--- src/rtl/regfile_2r1w.sv ---
// ============================================================================
//  Module   : regfile_2r1w
//  Purpose  : NUM_REGS x DATA_W register file, one byte-masked write port,
//             two registered read ports, sequential software clear with busy.
//             Define REGFILE_BYPASS_EN to forward same-edge writes to reads.
//  Revision : 1.0 - initial release
// ============================================================================
`default_nettype none

module regfile_2r1w #(
    parameter int DATA_W   = 16,
    parameter int ADDR_W   = 4,
    parameter int NUM_REGS = 16
) (
    input  logic                  clk,
    input  logic                  rst,
    input  logic                  i_en,
    input  logic                  i_wr_en,
    input  logic [ADDR_W-1:0]     i_wr_addr,
    input  logic [DATA_W-1:0]     i_wr_data,
    input  logic [DATA_W/8-1:0]   i_wr_be,
    input  logic                  i_rd_a_en,
    input  logic [ADDR_W-1:0]     i_rd_a_addr,
    output logic [DATA_W-1:0]     o_rd_a_data,
    output logic                  o_rd_a_valid,
    input  logic                  i_rd_b_en,
    input  logic [ADDR_W-1:0]     i_rd_b_addr,
    output logic [DATA_W-1:0]     o_rd_b_data,
    output logic                  o_rd_b_valid,
    input  logic                  i_clr,
    output logic                  o_busy
);

    localparam int                c_NB       = DATA_W / 8;
    localparam logic [ADDR_W-1:0] c_LAST_IDX = ADDR_W'(NUM_REGS - 1);

    typedef enum logic {
        S_IDLE  = 1'b0,
        S_CLEAR = 1'b1
    } state_t;

    state_t               r_state;
    state_t               w_state_nxt;
    logic [ADDR_W-1:0]    r_cnt;
    logic [ADDR_W-1:0]    w_cnt_nxt;
    logic                 r_busy;

    logic [DATA_W-1:0]    r_mem [NUM_REGS];

    logic [DATA_W-1:0]    r_rd_a_data;
    logic [DATA_W-1:0]    r_rd_b_data;
    logic                 r_rd_a_valid;
    logic                 r_rd_b_valid;

    logic                 w_active;
    logic                 w_wr_ok;
    logic                 w_rd_a_go;
    logic                 w_rd_b_go;
    logic [DATA_W-1:0]    w_wr_old;
    logic [DATA_W-1:0]    w_wr_merged;
    logic [DATA_W-1:0]    w_rd_a_raw;
    logic [DATA_W-1:0]    w_rd_b_raw;
    logic [DATA_W-1:0]    w_rd_a_val;
    logic [DATA_W-1:0]    w_rd_b_val;

    function automatic logic [DATA_W-1:0] f_merge(
        input logic [DATA_W-1:0] old_word,
        input logic [DATA_W-1:0] new_word,
        input logic [c_NB-1:0]   be
    );
        logic [DATA_W-1:0] m;
        m = old_word;
        for (int k = 0; k < c_NB; k++) begin
            if (be[k]) begin
                m[8*k +: 8] = new_word[8*k +: 8];
            end
        end
        return m;
    endfunction

    assign w_active  = i_en & ~r_busy;
    assign w_wr_ok   = w_active & i_wr_en & (int'(i_wr_addr) < NUM_REGS);
    assign w_rd_a_go = w_active & i_rd_a_en;
    assign w_rd_b_go = w_active & i_rd_b_en;

    // Unimplemented addresses match no entry and therefore read as zero.
    always_comb begin
        w_rd_a_raw = '0;
        w_rd_b_raw = '0;
        w_wr_old   = '0;
        for (int i = 0; i < NUM_REGS; i++) begin
            if (i_rd_a_addr == ADDR_W'(i)) w_rd_a_raw = r_mem[i];
            if (i_rd_b_addr == ADDR_W'(i)) w_rd_b_raw = r_mem[i];
            if (i_wr_addr   == ADDR_W'(i)) w_wr_old   = r_mem[i];
        end
    end

    assign w_wr_merged = f_merge(w_wr_old, i_wr_data, i_wr_be);

`ifdef REGFILE_BYPASS_EN
    assign w_rd_a_val = (w_wr_ok && (i_wr_addr == i_rd_a_addr)) ? w_wr_merged : w_rd_a_raw;
    assign w_rd_b_val = (w_wr_ok && (i_wr_addr == i_rd_b_addr)) ? w_wr_merged : w_rd_b_raw;
`else
    assign w_rd_a_val = w_rd_a_raw;
    assign w_rd_b_val = w_rd_b_raw;
`endif

    always_ff @(posedge clk or posedge rst) begin
        if (rst) begin
            for (int i = 0; i < NUM_REGS; i++) begin
                r_mem[i] <= '0;
            end
        end else if (i_en) begin
            for (int i = 0; i < NUM_REGS; i++) begin
                if (r_busy && (r_cnt == ADDR_W'(i))) begin
                    r_mem[i] <= '0;
                end else if (w_wr_ok && (i_wr_addr == ADDR_W'(i))) begin
                    r_mem[i] <= w_wr_merged;
                end
            end
        end
    end

    always_ff @(posedge clk or posedge rst) begin
        if (rst) begin
            r_rd_a_data  <= '0;
            r_rd_b_data  <= '0;
            r_rd_a_valid <= 1'b0;
            r_rd_b_valid <= 1'b0;
        end else begin
            r_rd_a_valid <= w_rd_a_go;
            r_rd_b_valid <= w_rd_b_go;
            if (w_rd_a_go) r_rd_a_data <= w_rd_a_val;
            if (w_rd_b_go) r_rd_b_data <= w_rd_b_val;
        end
    end

    always_ff @(posedge clk or posedge rst) begin
        if (rst) begin
            r_state <= S_IDLE;
            r_cnt   <= '0;
            r_busy  <= 1'b0;
        end else begin
            r_state <= w_state_nxt;
            r_cnt   <= w_cnt_nxt;
            r_busy  <= (w_state_nxt == S_CLEAR);
        end
    end

    // en=0 leaves next-state equal to current state, which pauses the clear.
    always_comb begin
        w_state_nxt = r_state;
        w_cnt_nxt   = r_cnt;
        case (r_state)
            S_IDLE: begin
                if (i_en && i_clr) begin
                    w_state_nxt = S_CLEAR;
                    w_cnt_nxt   = '0;
                end
            end
            S_CLEAR: begin
                if (i_en) begin
                    if (r_cnt == c_LAST_IDX) begin
                        w_state_nxt = S_IDLE;
                        w_cnt_nxt   = '0;
                    end else begin
                        w_cnt_nxt   = r_cnt + 1'b1;
                    end
                end
            end
            default: begin
                w_state_nxt = S_IDLE;
                w_cnt_nxt   = '0;
            end
        endcase
    end

    assign o_rd_a_data  = r_rd_a_data;
    assign o_rd_b_data  = r_rd_b_data;
    assign o_rd_a_valid = r_rd_a_valid;
    assign o_rd_b_valid = r_rd_b_valid;
    assign o_busy       = r_busy;

endmodule

`default_nettype wire

--- config.mk ---
export PLATFORM = sky130hd
export DESIGN_NAME = regfile_2r1w
export DESIGN_NICKNAME = d
export VERILOG_FILES = /design/src/rtl/regfile_2r1w.sv
export SDC_FILE = /design/constraint.sdc
export NUM_CORES = 1
export LEC_CHECK = 0
export CAP_MARGIN = 15
export CELL_PAD_IN_SITES_DETAIL_PLACEMENT = 1
export CELL_PAD_IN_SITES_GLOBAL_PLACEMENT = 2
export CORE_MARGIN = 5
export CORE_UTILIZATION = 42
export CTS_CLUSTER_DIAMETER = 80
export CTS_CLUSTER_SIZE = 28
export DETAILED_ROUTE_END_ITERATION = 12
export PLACE_DENSITY_LB_ADDON = 0.1
export SLEW_MARGIN = 20
export SYNTH_ARGS = -nofsm -noshare
export SYNTH_HDL_FRONTEND = slang
export SYNTH_SLANG_ARGS = --single-unit
--- constraint.sdc ---
create_clock -name clk -period 17.2 [get_ports clk]
set_clock_uncertainty 0.1 [all_clocks]
set_input_delay 3.44 -clock clk [delete_from_list [all_inputs] [get_ports clk]]
set_output_delay 3.44 -clock clk [all_outputs]
set_load 0.05 [all_outputs]
# Yosys cells after proc, flatten, opt, wreduce, memory -nomap -nowiden

Cells that the tools add are included.
W data, S select, Z words.

Flip-flop bits (word level): 295
Bits of input ports: 37
Output and inout port bits: 35
Logic and storage cells: 250

$add $sub $neg: 1
Equal/unequal tests: 62
Muxes and demuxes: 90
Bitwise logic cells: 5
Reductions and logical operators: 70

Operators by type and width:

| cell                  | number |
|---|---|
| $mux W16              | 80 |
| $eq A4 B4 Y1 const B  | 32 |
| $eq A4 B3 Y1 const B  | 16 |
| $reduce_and A2 Y1     | 17 |
| $logic_and A1 B1 Y1   | 33 |
| $eq A4 B2 Y1 const B  | 8 |
| $reduce_bool A2 Y1    | 16 |
| $eq A4 B1 Y1 const B  | 4 |
| $logic_not A4 Y1      | 4 |
| $mux W8               | 2 |
| $mux W4               | 3 |
| $pmux W4 S2           | 1 |
| $add A4 B1 Y4 const B | 1 |
| $and A1 B1 Y1         | 4 |
| $mux W1               | 3 |
| $ne A2 B1 Y1 const B  | 1 |
| $ne A2 B2 Y1 const B  | 1 |
| $pmux W1 S2           | 1 |
| $not A1 Y1            | 1 |

# Logic depth before layout (Yosys ltp)

Depth in word-level cells: 20
Depth in mapped cells: 12

# Least setup slack after synthesis

No wires, ideal clock.

Path type: input to register
From: in i_wr_addr[1]
To: reg r_mem[178] in the netlist's numbering
Arrival time: 5.247 ns
Data required time: 16.979 ns
Slack: 11.732 ns
Cell stages on the path: 11
Path buffers: 5
Path through: buf_6 > buf_6 > buf_6 > buf_6 > mux4_2 > a22oi_1 > nor2_1 > a2111oi_4 > o22ai_2 > buf_6 > a22o_1

Cells in the longest elaborated chain, start to end: 20
Elaborated cells between the ends (all ways): 38

Ends and longest elaborated chain:

| item                            | RTL line | text |
|---|---|---|
| from (decl)                     | 19       | `input logic [ADDR_W-1:0] i_wr_addr,` |
| $logic_not A4 Y1                | 94       | `if (i_wr_addr == ADDR_W'(i)) w_wr_old = r_mem[i];` |
| $mux W16 (16 in a row)          | 94       |  |
| $mux W8                         | 74       | `if (be[k]) begin` |
| $mux W16                        | 117      | `end else if (w_wr_ok && (i_wr_addr == ADDR_W'(i))) begin` |
| $mux W16                        | 115      | `if (r_busy && (r_cnt == ADDR_W'(i))) begin` |
| to (signal, indexed assignment) | 118      | `r_mem[i] <= w_wr_merged;` |
| to (decl)                       | 48       | `logic [DATA_W-1:0] r_mem [NUM_REGS];` |

Parallel ways exist; a longest one is shown, timed or not. The select of a mux whose other input is x is not followed.
A chain may end at the register's enable or synchronous reset.

# Worst setup path in the final report

From: in i_wr_addr[0]
To: reg r_mem[42] in the netlist's numbering

The elaborated chain is that of the path after synthesis.

==> results.cfg <==
[cts]
postCtsHoldBufs = 0
htree_levels = 1
deepest_clock_path_buffer_count = 3
clock-root-buffer = clkbuf_16
post_cts_resized = 0
cts_inserted_buffers = 25
cts_tree = yes
post_cts_buffers = 0
clock_latency_of_the_later_clocked_register_in_the_worst_skew_pair_ns = 0.61
sinks_on_the_clock_net = 295
clock_pin_slew_on_the_worst_setup_and_hold_paths_ns = 0.08

[power]
p_clk_share_pct = 28.5
power_switching_share_pct = 42.5
power.ir.vdd_worst_mv = 0.101
power.density_cell_area_nw_per_um2 = 104
switchingPower_mw = 0.937
seq_power_share_pct = 39.8
power_report.internal_total_mw = 1.27
comb_power_share_pct = 31.8
leakage_nw = 8.69

[logic_synthesis]
ff_latch_count_synth = 295
synthesis.yosys.warnings = 0
yosys.cell_count.top_type = o21ai_0
postSynthNetCount = 2333
seq_area_frac_synth_pct = 38.3
synth.avg_cell_area_um2 = 8.42
synth_cells = 2292
post-synth-top-area-fraction_pct = 38.3
ys_top_cells_by_area = dfrtp_1 38%, o21ai_0 8.4%, nand2_1 6.0%
synth_cell_types = 76
syn_area_um2 = 19300
synth_edf_count = 0
synth.largest_area_cell = dfrtp_1
synthArstFlopShare_pct = 100
dominantRegCellSynth = dfrtp_1
synth_top_cells_by_count = 325 x o21ai_0, 309 x nand2_1, 295 x dfrtp_1

[global_routing]
grt_first_pass_wirelength_um = 158000
gr-usage-all-layers_pct = 42.9
grt_overflow = 0
antenna_found_initial = 4
grt_start_max_net_pins = 155
first_global_vias = 21143

[critical_path]
cp_data_required_time_ns = 17.54
crit_fanout = 49
setup.worst_path.class = in -> reg
end_kind = flip-flop
reg2regPathDepth = 7
critical_path.startpoint_type = input pin
arrival_ns = 7.79

[layout]
post_route_cells_drive_above_1_share_pct = 9.08
area_growth_pct = 10.2
multi_input_area_um2 = 11000
stdcell_count = 2881
num-fill-cells = 5366
sequential_cell_area_um2 = 7380
final_nets = 2302

[routing]
drt-pass1-iter-count = 7
routed_via_density = 7.50
drc = 0
first_iter_violations = 3192
routed-via-count = 21610
postRouteWirelength_um = 112000
postRouteAntennaNets = 0
drt-wirelength-per-cell_um = 38.9

[placement]
post_placement_setup_slack_ns = 9.47
placedCellCount = 2834
numPortBuffers = 71
place_hpwl_um = 77700
place_congestion = 0.995

[sta]
timing.final.ws_setup_ns = 9.75
setup_total_negative_slack_ns = 0
rsz_0062_raised_after_global_routing = no
finalHoldViolations = 0
setup_viols_final = 0
hold-worst-slack_ns = 0.388
fin_crit_sh_pct = 43.3
worst_pin_slew_ns = 1.18
final_period_minus_worst_setup_slack_ns = 7.45
timing.final.max_slew_violations = 0
maxSlewHeadroom_pct = 21.0
fmax_mhz = 134

[floorplanning]
die_h_um = 224
design.die.area_um2 = 50300
die_width_um = 224
initial_core_util_pct = 42.5
core_area_um2 = 45400
placementRows = 78
io_pins = 72

[min_path]
timing.hold.worst.class = reg -> reg
min_path_cells = 2

[run_status]
run_status = completed

[job]
cap_violations = 0
per-layer routing:
layer / track usage (%) / wire (um) / up-vias / part of all wire, %
li1: - / - / 8474 / -
met1: 58.4 / 43500 / 10990 / 39
met2: 63.3 / 47000 / 1682 / 42
met3: 8.14 / 12200 / 464 / 11
met4: 26.1 / 9340 / 0 / 8.3
met5: 0 / 0 / - / 0
registers in the layout, summed over array words and instances (netlist names):
register	flops
o_rd_b_data	16
o_rd_b_valid	1
o_rd_a_valid	1
o_rd_a_data	16
r_cnt	4
r_mem	256
o_busy	1
cell type report:
class	count	area share, %
sequential	295	34.7
clock buffer	27	2.98
timing repair buffer	146	5.85
inverter	27	0.512
antenna	2	0.0235
multi-input combinational	1766	51.5
tap	600	3.53
clock inverter	18	0.912
kinds of logic (layout without fill, tap and decap cells):
family | after synthesis | after routing | share of synthesized area [%]
AOI/OAI and AO/OA | 935 | 935 | 31.2
adders and majority gates | 4 | 4 | 0.259
and+or+nand+nor | 678 | 678 | 16.0
DFF | 295 | 295 | 38.3
buffers and inverters | 231 | 218 | 5.31
other | 0 | 2 | 0
muxes | 149 | 149 | 9.00
worst paths after layout:
check	start	end	slack, ns
min in group asynchronous	rst	r_mem[189]$_DFFE_PP0P_	3.19
max in group asynchronous	rst	r_mem[8]$_DFFE_PP0P_	12.46
setup / recovery	i_wr_addr[0]	r_mem[42]$_DFFE_PP0P_	9.75
setup reg to reg	o_busy$_DFF_PP0_	o_rd_b_data[7]$_DFFE_PP0P_	13.40
hold / removal	o_rd_a_data[2]$_DFFE_PP0P_	o_rd_a_data[2]$_DFFE_PP0P_	0.39
hold reg to reg	o_rd_a_data[2]$_DFFE_PP0P_	o_rd_a_data[2]$_DFFE_PP0P_	0.39
cell usage in the layout (no fill, tap or decap), types with 39 or more instances in the layout:
| cell type | count |
|---|---|
| clkdlybuf4s50_1 | 59 |
| a22o_1 | 93 |
| o22ai_1 | 66 |
| dfrtp_1 | 295 |
| nand2_1 | 309 |
| nor2b_1 | 44 |
| a21oi_1 | 158 |
| nand3_1 | 49 |
| a22oi_1 | 39 |
| mux2i_1 | 97 |
| nor2_1 | 144 |
| o21ai_0 | 324 |
| buf_4 | 79 |
through the flow:
| step | cell area (um^2) | power, mW | utilization [%] |
|---|---|---|---|
| floorplan | 19300 | 1.26 | - |
| global placement | 20400 | 1.55 | 45.0 |
| detailed placement | 20400 | 1.56 | 45.0 |
| CTS | 21300 | 2.18 | 46.8 |
| global route | 21300 | 2.26 | 46.9 |
| finish | 21300 | 2.21 | 46.9 |
worst max-delay path, cell delays in order:
cell	delay, ns
buf_4	0.24
buf_4	0.57
buf_4	0.68
nor2b_1	0.21
buf_4	0.30
nand3_1	0.78
o21ai_0	0.29
nand2_1	0.70
a22oi_1	0.39
o31ai_1	0.12
power by group through the flow:
stage | Sequential, mW | Combinational [mW] | Clock [mW]
5_1_grt | 0.883 | 0.720 | 0.653
3_3_place_gp | 0.883 | 0.668 | 0
4_1_cts | 0.871 | 0.681 | 0.629
2_1_floorplan | 0.958 | 0.302 | 0
3_5_place_dp | 0.883 | 0.678 | 0
6_report | 0.877 | 0.701 | 0.629
Note: power is estimated with default switching activity, not from simulation.
